$ cat src/rtl/hypercpu_bus_arbiter.sv
// hypercpu_bus_arbiter
// Two-master round-robin arbiter for the hypercpu memory bus. Decodes the
// granted address into one-hot device enables, inserts per-region wait
// states, captures read data from the shared read bus and returns it to the
// granted master with a single-cycle ready pulse.
//
// Handshake: a master raises req with addr/we/wdata stable and keeps req high
// until it sees ready. Request fields are latched at grant, so later changes
// are ignored. ready (with rdata/err) is high for exactly one cycle. Dropping
// req mid-transaction does not abort it. A master that keeps req high through
// its ready cycle starts a new transaction in the following IDLE cycle.
module hypercpu_bus_arbiter #(
  parameter int ROM_WAIT = 0,
  parameter int RAM_WAIT = 1,
  parameter int IO_WAIT  = 2,
  parameter int WAIT_W   = 4
) (
  input  logic        clk,
  input  logic        rst_n,
  input  logic        m0_req,
  input  logic [31:0] m0_addr,
  input  logic        m0_we,
  input  logic [31:0] m0_wdata,
  output logic        m0_ready,
  output logic [31:0] m0_rdata,
  output logic        m0_err,
  input  logic        m1_req,
  input  logic [31:0] m1_addr,
  input  logic        m1_we,
  input  logic [31:0] m1_wdata,
  output logic        m1_ready,
  output logic [31:0] m1_rdata,
  output logic        m1_err,
  output logic [31:0] mem_addr,
  output logic [31:0] mem_write_data,
  input  logic [31:0] mem_read,
  output logic [3:0]  mem_read_enabled,
  output logic [3:0]  mem_write_enabled
);

  // FSM state; r_state is the observable state for checkers.
  typedef enum logic [1:0] {
    S_IDLE   = 2'd0,
    S_ACCESS = 2'd1,
    S_DONE   = 2'd2
  } state_t;

  // Region codes double as bit indices into the enable vectors.
  localparam logic [1:0] REG_ROM  = 2'd0;
  localparam logic [1:0] REG_RAM  = 2'd1;
  localparam logic [1:0] REG_IN   = 2'd2;
  localparam logic [1:0] REG_DISP = 2'd3;

  state_t              r_state;
  state_t              w_next;
  logic [WAIT_W-1:0]   r_cnt;
  logic [31:0]         r_addr;
  logic                r_we;
  logic [31:0]         r_wdata;
  logic                r_gnt;        // 0 = m0, 1 = m1
  logic [1:0]          r_region;
  logic [31:0]         r_rdata;
  logic                r_err;
  logic                r_last_grant;

  logic                w_any_req;
  logic                w_pick_m1;
  logic [31:0]         w_sel_addr;
  logic                w_sel_we;
  logic [31:0]         w_sel_wdata;
  logic [1:0]          w_region;
  logic                w_mapped;
  logic [WAIT_W-1:0]   w_wait;
  logic                w_writable;

  // Arbitration: a lone requester wins; on contention the master that did
  // not win last time gets the bus.
  always_comb begin
    w_any_req   = m0_req | m1_req;
    w_pick_m1   = m1_req & (~m0_req | ~r_last_grant);
    w_sel_addr  = w_pick_m1 ? m1_addr  : m0_addr;
    w_sel_we    = w_pick_m1 ? m1_we    : m0_we;
    w_sel_wdata = w_pick_m1 ? m1_wdata : m0_wdata;
  end

  // Region decode on the top address byte and the matching wait-state load.
  always_comb begin
    w_region = REG_ROM;
    w_mapped = 1'b1;
    w_wait   = WAIT_W'(ROM_WAIT);
    case (w_sel_addr[31:24])
      8'h00: begin w_region = REG_ROM;  w_wait = WAIT_W'(ROM_WAIT); end
      8'h01: begin w_region = REG_RAM;  w_wait = WAIT_W'(RAM_WAIT); end
      8'h90: begin w_region = REG_IN;   w_wait = WAIT_W'(IO_WAIT);  end
      8'hA0: begin w_region = REG_DISP; w_wait = WAIT_W'(IO_WAIT);  end
      default: w_mapped = 1'b0;
    endcase
  end

  // ROM and Input are read-only; writes to them complete without a strobe.
  always_comb begin
    w_writable = (r_region == REG_RAM) || (r_region == REG_DISP);
  end

  // State register.
  always_ff @(posedge clk or negedge rst_n) begin
    if (!rst_n) r_state <= S_IDLE;
    else        r_state <= w_next;
  end

  // Next-state logic; unmapped addresses bypass ACCESS.
  always_comb begin
    w_next = r_state;
    case (r_state)
      S_IDLE:   if (w_any_req) w_next = w_mapped ? S_ACCESS : S_DONE;
      S_ACCESS: if (r_cnt == '0) w_next = S_DONE;
      S_DONE:   w_next = S_IDLE;
      default:  w_next = S_IDLE;
    endcase
  end

  // Transaction datapath: latch at grant, count wait states, capture read data.
  always_ff @(posedge clk or negedge rst_n) begin
    if (!rst_n) begin
      r_cnt        <= '0;
      r_addr       <= '0;
      r_we         <= 1'b0;
      r_wdata      <= '0;
      r_gnt        <= 1'b0;
      r_region     <= REG_ROM;
      r_rdata      <= '0;
      r_err        <= 1'b0;
      r_last_grant <= 1'b1;
    end else begin
      case (r_state)
        S_IDLE: begin
          if (w_any_req) begin
            r_addr   <= w_sel_addr;
            r_we     <= w_sel_we;
            r_wdata  <= w_sel_wdata;
            r_gnt    <= w_pick_m1;
            r_region <= w_region;
            r_cnt    <= w_wait;
            r_rdata  <= '0;
            r_err    <= ~w_mapped;
          end
        end
        S_ACCESS: begin
          if (r_cnt == '0) begin
            if (!r_we) r_rdata <= mem_read;
          end else begin
            r_cnt <= r_cnt - 1'b1;
          end
        end
        S_DONE: r_last_grant <= r_gnt;
        default: ;
      endcase
    end
  end

  // Outputs decoded from state so a reset drops the bus immediately.
  always_comb begin
    mem_addr          = '0;
    mem_write_data    = '0;
    mem_read_enabled  = '0;
    mem_write_enabled = '0;
    m0_ready          = 1'b0;
    m0_rdata          = '0;
    m0_err            = 1'b0;
    m1_ready          = 1'b0;
    m1_rdata          = '0;
    m1_err            = 1'b0;
    case (r_state)
      S_ACCESS: begin
        mem_addr       = r_addr;
        mem_write_data = r_wdata;
        if (!r_we)           mem_read_enabled  = 4'b0001 << r_region;
        else if (w_writable) mem_write_enabled = 4'b0001 << r_region;
      end
      S_DONE: begin
        if (r_gnt) begin
          m1_ready = 1'b1;
          m1_rdata = r_rdata;
          m1_err   = r_err;
        end else begin
          m0_ready = 1'b1;
          m0_rdata = r_rdata;
          m0_err   = r_err;
        end
      end
      default: ;
    endcase
  end

endmodule

$ cat config.mk
export PLATFORM = sky130hd
export DESIGN_NAME = hypercpu_bus_arbiter
export DESIGN_NICKNAME = d
export VERILOG_FILES = /design/src/rtl/hypercpu_bus_arbiter.sv
export SDC_FILE = /design/constraint.sdc
export NUM_CORES = 1
export LEC_CHECK = 0
export BUFFER_PORTS_ARGS = -buffer_cell sky130_fd_sc_hd__buf_2
export CORE_AREA = 2 2 161 84
export CTS_CLUSTER_SIZE = 20
export DETAILED_ROUTE_END_ITERATION = 8
export DIE_AREA = 0 0 163 86
export GPL_ROUTABILITY_DRIVEN = 0
export PLACE_DENSITY = 0.81
export SLEW_MARGIN = 20
export SYNTH_ARGS = -nofsm -noshare
export SYNTH_HDL_FRONTEND = slang
export SYNTH_SLANG_ARGS = --single-unit
$ cat constraint.sdc
create_clock -name clk -period 2.4 [get_ports clk]
set_input_delay 0.12 -clock clk [delete_from_list [all_inputs] [get_ports clk]]
set_output_delay 0.12 -clock clk [all_outputs]
set_load 0.01 [all_outputs]
After elaboration in Yosys (flattened, before gate mapping)
Cells that the tools add are included.
{ "word_totals": {"wordCells": 76, "ff_bits": 108, "input_bits": 166, "out_inout_bits": 140} }
{ "op_classes": {"shifts": 1, "eq_ne": 11, "mux": 36, "reduce_logical": 11, "bitwise": 6, "addsub": 1} }
{ "ops": {"columns": ["cell", "count"], "rows": [
  ["32-bit two-way mux", 11],
  ["32-bit one-hot mux with 2 select lines", 1],
  ["4-bit two-way mux", 7],
  ["8-bit equality test, second input constant", 2],
  ["1-bit two-way mux", 10],
  ["8-bit by 1-bit equality test with 1-bit output, second input constant", 1],
  ["8-bit logical NOT", 1],
  ["2-bit inequality test, second input constant", 4],
  ["2-bit one-hot mux with 2 select lines", 2],
  ["4-bit one-hot mux with 2 select lines", 1],
  ["2-bit two-way mux", 3],
  ["2-bit one-hot mux with 3 select lines", 1],
  ["2-bit by 1-bit equality test with 1-bit output, second input constant", 2],
  ["2-bit equality test, second input constant", 2],
  ["4-bit logical NOT", 1],
  ["2-bit AND reduction", 2],
  ["4-bit AND reduction", 1],
  ["4-bit OR reduction", 1],
  ["1-bit by 2-bit << shifter with 4-bit output, first input constant", 1],
  ["4-bit by 1-bit subtractor with 4-bit output, second input constant", 1],
  ["1-bit inverter", 3],
  ["3-bit AND reduction", 1],
  ["2-bit logical NOT", 1],
  ["1-bit bitwise OR", 2],
  ["other kinds (4)", 4]
]} }

Depth between registers and ports, before layout
Gate-level depths: netlist of run 1.
{ "logic_depth": {"ltp_word": 10, "mapped_depth": 7, "mapped_depth_nobuf": 6} }

Worst setup path before layout of run 1
No wires, ideal clock.
{ "synth_path": {"path_kind": "register to register", "startpoint": "reg r_cnt[0]", "endpoint": "reg r_cnt[0]", "t_required_ns": 2.280, "slack_ns": 0.656, "path_stages_with_launch": 7, "setup_time_ns": 0.120, "n_path_buf": 0, "arrival_time_ns": 1.624, "synth_period_minus_slack_ns": 1.744, "path_cell_list": "dfrtp_1 > inv_1 > ha_1 > or3b_4 > and2_4 > or3_1 > and3_1"} }
{ "synth_via": {"elab_chain_cells": 3, "elab_cells_between_ends": 6, "classes_between": "1 x add/sub; 1 x eq/ne; 2 x mux; 2 x reduce/logical"} }
{ "synth_lines": {"columns": ["element", "line", "source"], "rows": [
  ["start: declaration", "56", "logic [WAIT_W-1:0] r_cnt;"],
  ["start signal: assignment", "143", "r_cnt <= w_wait;"],
  ["start signal: assignment", "152", "r_cnt <= r_cnt - 1'b1;"],
  ["4-bit by 1-bit subtractor with 4-bit output or 4-bit logical NOT (tied branches)", "152, 149", null],
  ["4-bit two-way mux or 2-bit inequality test (tied branches)", null, null],
  ["4-bit one-hot mux with 2 select lines or 3-bit AND reduction (tied branches)", null, null]
]} }
Several ways; a longest one is shown, not always the timed one. The select of a mux whose other input is x is not followed.
A chain may end at the register's enable or synchronous reset.

Final worst setup path of run 1
{ "layout_path": {"startpoint": "reg r_state[0]", "endpoint": "out m1_rdata[21]"} }
{ "layout_via": {"elab_chain_cells": 2} }
{ "layout_lines": {"columns": ["element", "line", "source"], "rows": [
  ["start: declaration", "54", "state_t r_state;"],
  ["start signal: assignment", "108", "else r_state <= w_next;"],
  ["2-bit equality test", "173", "case (r_state)"],
  ["32-bit two-way mux", "173", null],
  ["end: declaration", "32", "output logic [31:0] m1_rdata,"]
]} }
Every way passes these cells.

==> results.yml, run 1 <==
detailed_routing:
  wl_per_cell_um: 14.48
  drtIter0Drc: 241
  drc_errors: 0
  wirelength_um: 15600
  viasPerCell: 4.986
  dr.pass1.iters: 4
  detail-route-antenna-nets: 0
  vias: 5370
synthesis:
  synth_edf_count: 0
  syn_area_per_cell_um2: 9.716
  synth-simple-area-share_pct: 23.92
  yosysWarnings: 0
  synthArstFlopShare_pct: 100.0
  syn_area_um2: 5713
  ys_seq_area_share_pct: 47.33
  synth_top_family_by_area: "simple AND/OR/NAND/NOR gates"
  synthAdderAreaFrac_pct: 0.2190
  synthFlopType: "dfrtp_1"
  yosys_register_bits: 108
  synth_cells: 588
  synth_xor_xnor_area_share_pct: 0.3066
  synth_compound_area_share_pct: 12.70
  synthMuxAreaShare_pct: 11.56
  ys_types: 49
final_layout:
  final_cell_area_um2: 8045
  n_fill_cell: 998
  syn2layout_area_growth_pct: 40.82
  drive_gt1_share_pct: 37.86
  ff_latch_area_um2: 2704
  nNetsFinal: 1068
  multi_input_area_um2: 2828
clock_tree:
  clkTransAtPathRegs_ns: 0.07
  cts_tree: "done"
  numClockSinks: 108
  cts.repair.resized: 0
  insertion_delay_ns: 0.34
  cts_root_buf: "clkbuf_16"
  clockBufferDepth: 2
  cts_hold_buf: 30
  cts_max_level: 3
  cts_buffers: 9
  postCtsSetupRepairBufs: 0
critical_path:
  cp_slowest_cell: "nor2_2"
  crit_chain: "nand2b_1 -> nor2_2 -> buf_12 -> and2_1 -> buf_2"
  cp_max_fo: 22
  setup.worst_path.class: "reg -> out"
  cp-start-kind: "register"
  slowest_delay_ns: 0.48
  critical_path_required_ns: 2.28
  crit_arrival_ns: 1.96
  end_kind: "output pin"
power_and_ir_drop:
  power_density_nw_per_um2: 692.5
  finalPower_mw: 5.571
  irDropWorstVdd_mv: 0.4314
  leakage_nw: 4.280
placement:
  portBuffers: 303
  dpl_cell_area_um2: 7423
  hpwl_um: 11240
  dp_slack_ns: 0.4787
sta:
  final.min_clock_period_ns: 2.075
  worstMarginPinSlew_ns: 0.5872
  rsz0062_at_grt: "false"
  timing.hold.ws_ns: 0.02306
  hold_viol: 0
  tns_ns: 0
  skew_ns: 0.01138
  slew_headroom_pct: 60.81
  final-setup-viol-count: 0
  timing.fmax_ghz: 0.4818
  fin_ws_ns: 0.3246
  period_share_pct: 86.48
  drv_slew: 0
die:
  io_pins: 306
  die_x_um: 163
  coreArea_um2: 12520
  std_cell_rows: 29
  die_h_um: 86
  start_util_pct: 45.64
  dieArea_um2: 14020
outcome:
  status: "finished, final reports clean"
global_route:
  grt_pass1_vias: 5147
  grt_max_degree: 85
  antenna_found_initial: 1
  grt_usage_pct: 21.63
  overflow: 0
  grt_pass1_wl_um: 24290
job:
  cap_violations: 0
hold_path:
  holdCritPathClass: "in -> reg"
## worst max-delay path: cells and delay by family, from the launching register on
kind / cells / cell delay, ns
and+or+nand+nor: 3 / 0.83
buffers and inverters: 2 / 0.37
DFF: 1 / 0.41
## cell usage in the layout, fill, tap and decap left out, drive strengths merged, types with 2 or more instances in the layout
master       count
a21oi           66
a22o            32
a31oi            2
and2           131
buf            314
clkbuf           9
clkinv           3
conb             2
dfrtp          107
dlygate4sd3     32
inv              6
mux2i           66
nand2            8
nand2b           5
nand3            2
nand3b           3
nor2            77
nor3             6
nor4             3
nor4b            2
nor4bb           2
o21a             2
o21ai            5
## synth_stat cells, types with 2 or more instances
cell type  number  area [um^2]
mux2i_1        66        660.6
and2_1        130        813.3
clkbuf_1       13        48.80
a21oi_1        66        330.3
nor4b_1         2        17.52
o21a_1          2        15.01
inv_1           4        15.01
nand2_1         8        30.03
a22o_1         32        280.3
nand2b_1        5        31.28
nor4bb_1        2        20.02
a31oi_1         2        12.51
nand3_1         2        10.01
dfrtp_1       107         2678
buf_1           5        18.77
nor2_1         76        285.3
nor3_1          5        25.02
nand3b_1        3        22.52
o21ai_1         2        10.01
nor4_1          2        12.51
buf_2          24        120.1
o21ai_0         2        10.01
buf_4           2        15.01
## routing by layer
metal	global-route usage (%)	vias to the layer above	part of all wire, %	wire length (um)
met2	40.76	172	54	8411
met1	24.61	2538	39	6146
met4	7.965	0	2.1	328
met5	0	-	0	0
li1	-	2628	-	-
met3	4.159	32	4.6	710
## sequential cells by signal, summed over array words and instances, names as in the netlist
name          flops
r_addr           32
r_cnt             4
r_err             1
r_gnt             1
r_last_grant      1
r_rdata          32
r_region          2
r_state           2
r_wdata          32
r_we              1
## layout make-up
class	count	share of cell area (%)
Clock inverter	7	0.9176
Tap cell	170	2.644
Clock buffer	9	2.799
Sequential cell	108	33.61
Antenna cell	1	0.03110
Inverter	4	0.1866
Timing Repair Buffer	346	24.67
Multi-Input combinational cell	432	35.15
## final timing paths
check | start | end | slack (ns) | cells past startpoint
max | r_state[0] | m1_rdata[21] | 0.32 | 5
min | mem_read[24] | r_rdata[24] | 0.02 | 2
max reg2reg | r_cnt[0] | r_rdata[23] | 0.45 | 7
min reg2reg | r_wdata[17] | r_wdata[17] | 0.52 | 2
max in group asynchronous | rst_n | r_last_grant | 1.39 | 3
min in group asynchronous | rst_n | r_addr[17] | 0.23 | 2
## through the flow
stage	cells	util (%)
3_5_place_dp	1028	59.30
5_1_grt	1077	64.27
2_1_floorplan	589	-
6_report	1077	64.27
4_1_cts	1074	64.09
3_3_place_gp	1028	59.30
## power breakdown
group | total, mW | switching, mW | leakage, nW | internal [mW]
Clock | 1.48 | 0.669 | 0.146 | 0.815
Sequential | 2.55 | 0.255 | 1.30 | 2.29
Combinational | 1.54 | 0.860 | 2.83 | 0.682
## cell families (layout without fill, tap and decap cells)
kind of cell             count (synthesis)  after routing
other                                    1              3
AND/OR/NAND/NOR                        247            247
adder cells (fa/ha/maj)                  1              1
AO/OA/AOI/OAI                          114            114
multiplexers                            66             66
XOR/XNOR                                 2              2
buffers and inverters                   49            366
flip-flops                             108            108
(Power assumes the default switching activity.)
==> inputs of run 2 (changes only) <==
--- a/config.mk
+++ b/config.mk
@@ -13,5 +13,5 @@
 export GPL_ROUTABILITY_DRIVEN = 0
 export PLACE_DENSITY = 0.81
-export SLEW_MARGIN = 20
+export SLEW_MARGIN = 0
 export SYNTH_ARGS = -nofsm -noshare
 export SYNTH_HDL_FRONTEND = slang
==> constraint.sdc (replaced) <==
create_clock -name clk -period 2.4 [get_ports clk]
set_input_delay 0.12 -clock clk [delete_from_list [all_inputs] [get_ports clk]]
set_output_delay 0.12 -clock clk [all_outputs]
set_load 0.02 [all_outputs]
==> results.yml, run 2 (synthesized netlist as in run 1, its figures left out) <==
detailed_routing:
  dr.pass1.iters: 4
  drtIter0Drc: 285
  wl_met1_um: 6135
  detail-route-antenna-nets: 0
  viasPerCell: 5.004
  wl_met3_um: 752
  drc_errors: 0
  met2_length_um: 8245
  vias: 5384
  wirelength_um: 15420
  wl_per_cell_um: 14.33
  routed.top_layer: "met4"
critical_path:
  setup.worst_path.class: "reg -> out"
  cp_max_fo: 26
  cp-start-kind: "register"
  end_kind: "output pin"
  cp_slowest_cell: "dfrtp_1"
  critical_path_required_ns: 2.28
  slowest_delay_ns: 0.40
  crit_arrival_ns: 1.87
  crit_chain: "nand2b_1 -> nor2_2 -> buf_4 -> and2_1 -> buf_2"
sta:
  hold_viol: 0
  timing.fmax_ghz: 0.5025
  timing.hold.ws_ns: 0.01016
  final.min_clock_period_ns: 1.990
  rsz0062_at_grt: "false"
  period_share_pct: 82.91
  drv_slew: 0
  slew_headroom_pct: 63.06
  skew_ns: 0.007148
  tns_ns: 0
  final-setup-viol-count: 0
  worstMarginPinSlew_ns: 0.5527
placement:
  portBuffers: 303
  hpwl_um: 11170
global_route:
  antenna_found_initial: 0
  grt_pass1_vias: 5295
  grt_usage_pct: 21.77
  grt_pass1_wl_um: 24630
  overflow: 0
  grt_max_degree: 85
clock_tree:
  cts_buffers: 9
  cts_max_level: 3
  clkTransAtPathRegs_ns: 0.07
  insertion_delay_ns: 0.34
  clockBufferDepth: 2
  cts_tree: "done"
  numClockSinks: 108
  cts.repair.resized: 0
  cts_root_buf: "clkbuf_16"
die:
  std_cell_rows: 29
  dieArea_um2: 14020
  start_util_pct: 45.64
  io_pins: 306
  coreArea_um2: 12520
  die_h_um: 86
  die_x_um: 163
final_layout:
  final_util_pct: 64.01
  multi_input_area_um2: 2828
  antenna-diode-count: 0
  reg.largest.list: "r_addr: 32 flops, r_rdata: 32 flops, r_wdata: 32 flops"
  nNetsFinal: 1068
  ff_latch_area_um2: 2704
  mostFrequentLayoutCell: "buf_2"
  drive_gt1_share_pct: 37.64
  layout_common_cells: "buf_2 (302), and2_1 (130), dfrtp_1 (107), nor2_1 (74)"
  syn2layout_area_growth_pct: 40.25
  n_fill_cell: 1030
power_and_ir_drop:
  leakage_nw: 4.267
  irDropWorstVdd_mv: 0.3805
  power_density_nw_per_um2: 699.8
outcome:
  status: "finished, final reports clean"
hold_path:
  holdCritPathClass: "in -> reg"
job:
  cap_violations: 0
==> run 2: changes by cell type in the layout (fill, tap and decap cells not counted), sizes merged <==
cell / before / now
dlygate4sd3: 32 / 31
buf: 314 / 315
clkinv: 3 / 1
clkbuf: 9 / 13
diode: 1 / 0
inv: 6 / 4
==> run 2: power breakdown <==
part           leakage, nW  internal, mW  switching (mW)
logic                 2.83         0.665           0.904
clock network        0.140         0.842           0.646
registers             1.30          2.29           0.259
==> run 2: per-stage QoR <==
| stage | power (mW) | instances | worst slack (ns) | area [um^2] |
|---|---|---|---|---|
| 6_report | 5.607 | 1076 | 0.4101 | 8013 |
| 3_5_place_dp | 4.122 | 1029 | 0.4485 | 7406 |
| 5_1_grt | 5.971 | 1076 | 0.2945 | 8013 |
| 3_3_place_gp | 4.026 | 1029 | 0.5390 | 7406 |
| 2_1_floorplan | 3.585 | 589 | 0.6563 | 5717 |
| 4_1_cts | 5.669 | 1076 | 0.3950 | 8013 |
==> run 2: per-layer routing <==
layer | up-vias | global-route usage, %
met5 | - | 0
met4 | 0 | 6.838
met3 | 28 | 3.868
met2 | 177 | 41.53
met1 | 2553 | 25.01
li1 | 2626 | -
==> run 2: final timing paths <==
path,slack (ns),from,cells past startpoint,end
min in group asynchronous,0.23,rst_n,2,r_addr[17]
worst min-delay path,0.01,mem_read[14],2,r_rdata[14]
worst max register to register,0.42,r_cnt[0],7,r_rdata[24]
worst min register to register,0.52,r_addr[12],2,r_addr[12]
max in group asynchronous,1.39,rst_n,3,r_last_grant
worst max-delay path,0.41,r_state[0],5,m0_rdata[25]
==> run 2: what timing repair did <==
action	CTS	global route
hold endpoints to repair	54	0
setup buffers	0	0
setup endpoints to repair	0	0
hold buffers	31	0
==> run 2: layout make-up <==
cell class	instances	share of cell area [%]
multi-input cells	432	35.29
flip-flops and latches	108	33.74
repair buffers	346	24.42
clock buffers	13	3.123
well taps	170	2.655
clock inverters	3	0.5778
inverters	4	0.1874
==> run 2: worst max-delay path: cells and delay by family, from the launching register on <==
family | cells | cell delay (ns)
simple gates | 3 | 0.65
flops | 1 | 0.40
buf+inv | 2 | 0.47
==> inputs of run 3 (changes only) <==
Settings changed: CORE_AREA 2 2 161 84 to 2 2 170 89, DIE_AREA 0 0 163 86 to 0 0 172 91, PLACE_DENSITY 0.81 to 0.76.
Clock period 2.4 ns to 1.7 ns, I/O delays scaled along.
==> results.yml, run 3 (synthesized netlist as in run 1, its figures left out) <==
clock_tree:
  cts_root_buf: "clkbuf_16"
  cts_tree: "done"
  insertion_delay_ns: 0.35
  clockBufferDepth: 2
  clkTransAtPathRegs_ns: 0.08
  numClockSinks: 108
  cts_max_level: 3
  cts_buffers: 9
power_and_ir_drop:
  comb_power_share_pct: 33.7
  p_switching_mw: 2.882
  clock_power_share_pct: 23.9
  irDropWorstVdd_mv: 0.4944
  finalPower_mw: 8.466
  leakage_nw: 4.574
  sw_frac_of_total_pct: 34.04
  power_density_nw_per_um2: 950.8
  p_int_mw: 5.584
  pwr-share-seq_pct: 42.5
sta:
  skew_ns: 0.007485
  hold_viol: 0
  timing.fmax_ghz: 0.5487
  tns_ns: -3.878
  slew_headroom_pct: 60.49
  rsz0062_at_grt: "true"
  timing.hold.ws_ns: 0.03096
  drv_slew: 0
  final-setup-viol-count: 89
  period_share_pct: 107.2
  fin_ws_ns: -0.1226
  final.min_clock_period_ns: 1.823
  worstMarginPinSlew_ns: 0.5927
detailed_routing:
  viasPerCell: 4.902
  drc_errors: 0
  wirelength_um: 19420
  detail-route-antenna-nets: 0
  drtIter0Drc: 403
  vias: 5579
  wl_per_cell_um: 17.07
  dr.pass1.iters: 5
outcome:
  status: "complete, but fails checks"
  violations: "setup timing"
placement:
  hpwl_um: 11910
  portBuffers: 303
  dpl_cell_area_um2: 7596
  dp_slack_ns: -0.02156
  dp.cells: 1069
global_route:
  antenna_found_initial: 0
  grt_pass1_vias: 5032
  grt_usage_pct: 20.82
  grt_max_degree: 109
  grt_pass1_wl_um: 25660
  overflow: 0
critical_path:
  cp_max_fo: 6
  crit_arrival_ns: 1.74
  cp-start-kind: "register"
  end_kind: "output pin"
  setup.worst_path.class: "reg -> out"
  critical_path_required_ns: 1.62
final_layout:
  final_util_pct: 63.07
  fin_cells: 1138
  reg.largest.list: "r_addr: 32 flops, r_rdata: 32 flops, r_wdata: 32 flops"
  antenna-diode-count: 0
  nNetsFinal: 1102
  syn2layout_area_growth_pct: 55.87
  final_cell_area_um2: 8905
  drive_gt1_share_pct: 45.00
  layout_common_cells: "buf_2 (247), dfrtp_1 (106), and2_1 (87), nor2_1 (74)"
  mostFrequentLayoutCell: "buf_2"
hold_path:
  holdCritPathClass: "in -> reg"
die:
  coreArea_um2: 14120
  dieArea_um2: 15650
  die_x_um: 172
  std_cell_rows: 31
  die_h_um: 91
  start_util_pct: 40.46
  io_pins: 306
job:
  cap_violations: 0
run 3: cell types whose count changed in the layout (fill, tap and decap cells not counted), moves of 3 or more:
cell	previous run	this run
buf_4	10	31
and2_4	1	44
nor2_2	3	0
buf_6	0	57
and2_1	130	87
buf_12	3	9
clkbuf_1	3	0
buf_2	302	247
nor2_4	0	3
run 3: what timing repair did:
action                                  4_1_cts  5_1_grt
pin swaps                                     0        7
resized for setup                             3      171
buffers inserted                              1        9
hold buffers                                 33        0
gates cloned                                  0       10
endpoints found under the setup margin       83      160
endpoints found under the hold margin       139        0
run 3: final timing paths:
path                              start          end  slack, ns  cells past startpoint
min in group asynchronous         rst_n   r_rdata[4]       0.36                      3
hold reg to reg              r_wdata[9]   r_wdata[9]       0.52                      2
max in group asynchronous         rst_n   r_state[1]       0.87                      3
hold / removal             m0_wdata[25]  r_wdata[25]       0.03                      3
setup / recovery             r_state[0]  m0_rdata[5]      -0.12                      5
setup reg to reg               r_cnt[0]  r_rdata[12]      -0.09                      7
run 3: area by class of cell:
| type | instances | area, um^2 |
|---|---|---|
| fill | 1173 | 5214 |
| multi-input combinational | 432 | 2968 |
| sequential | 108 | 2705 |
| timing repair buffer | 380 | 2686 |
| tap | 198 | 247.7 |
| clock buffer | 9 | 225.2 |
| clock inverter | 7 | 57.56 |
| inverter | 4 | 15.01 |
run 3: power by group through the flow:
stage               combinational, mW  clock, mW  sequential (mW)
detailed placement               2.36          0             3.63
global placement                 2.31          0             3.60
floorplan                        1.54          0             3.52
global route                     3.12       2.16             3.69
finish                           2.85       2.02             3.60
CTS                              2.46       2.07             3.59
run 3: worst max-delay path: stages (launching register included):
cell      delay [ns]
dfrtp_1         0.42
nand2b_4        0.19
nor2_4          0.23
buf_4           0.21
and2_1          0.16
buf_2           0.18
run 3: per-layer routing:
layer | GRT usage [%] | wire length (um)
met3 | 4.141 | 1136
met2 | 35.01 | 9643
met4 | 5.532 | 401
met5 | 0 | 0
met1 | 27.49 | 8239
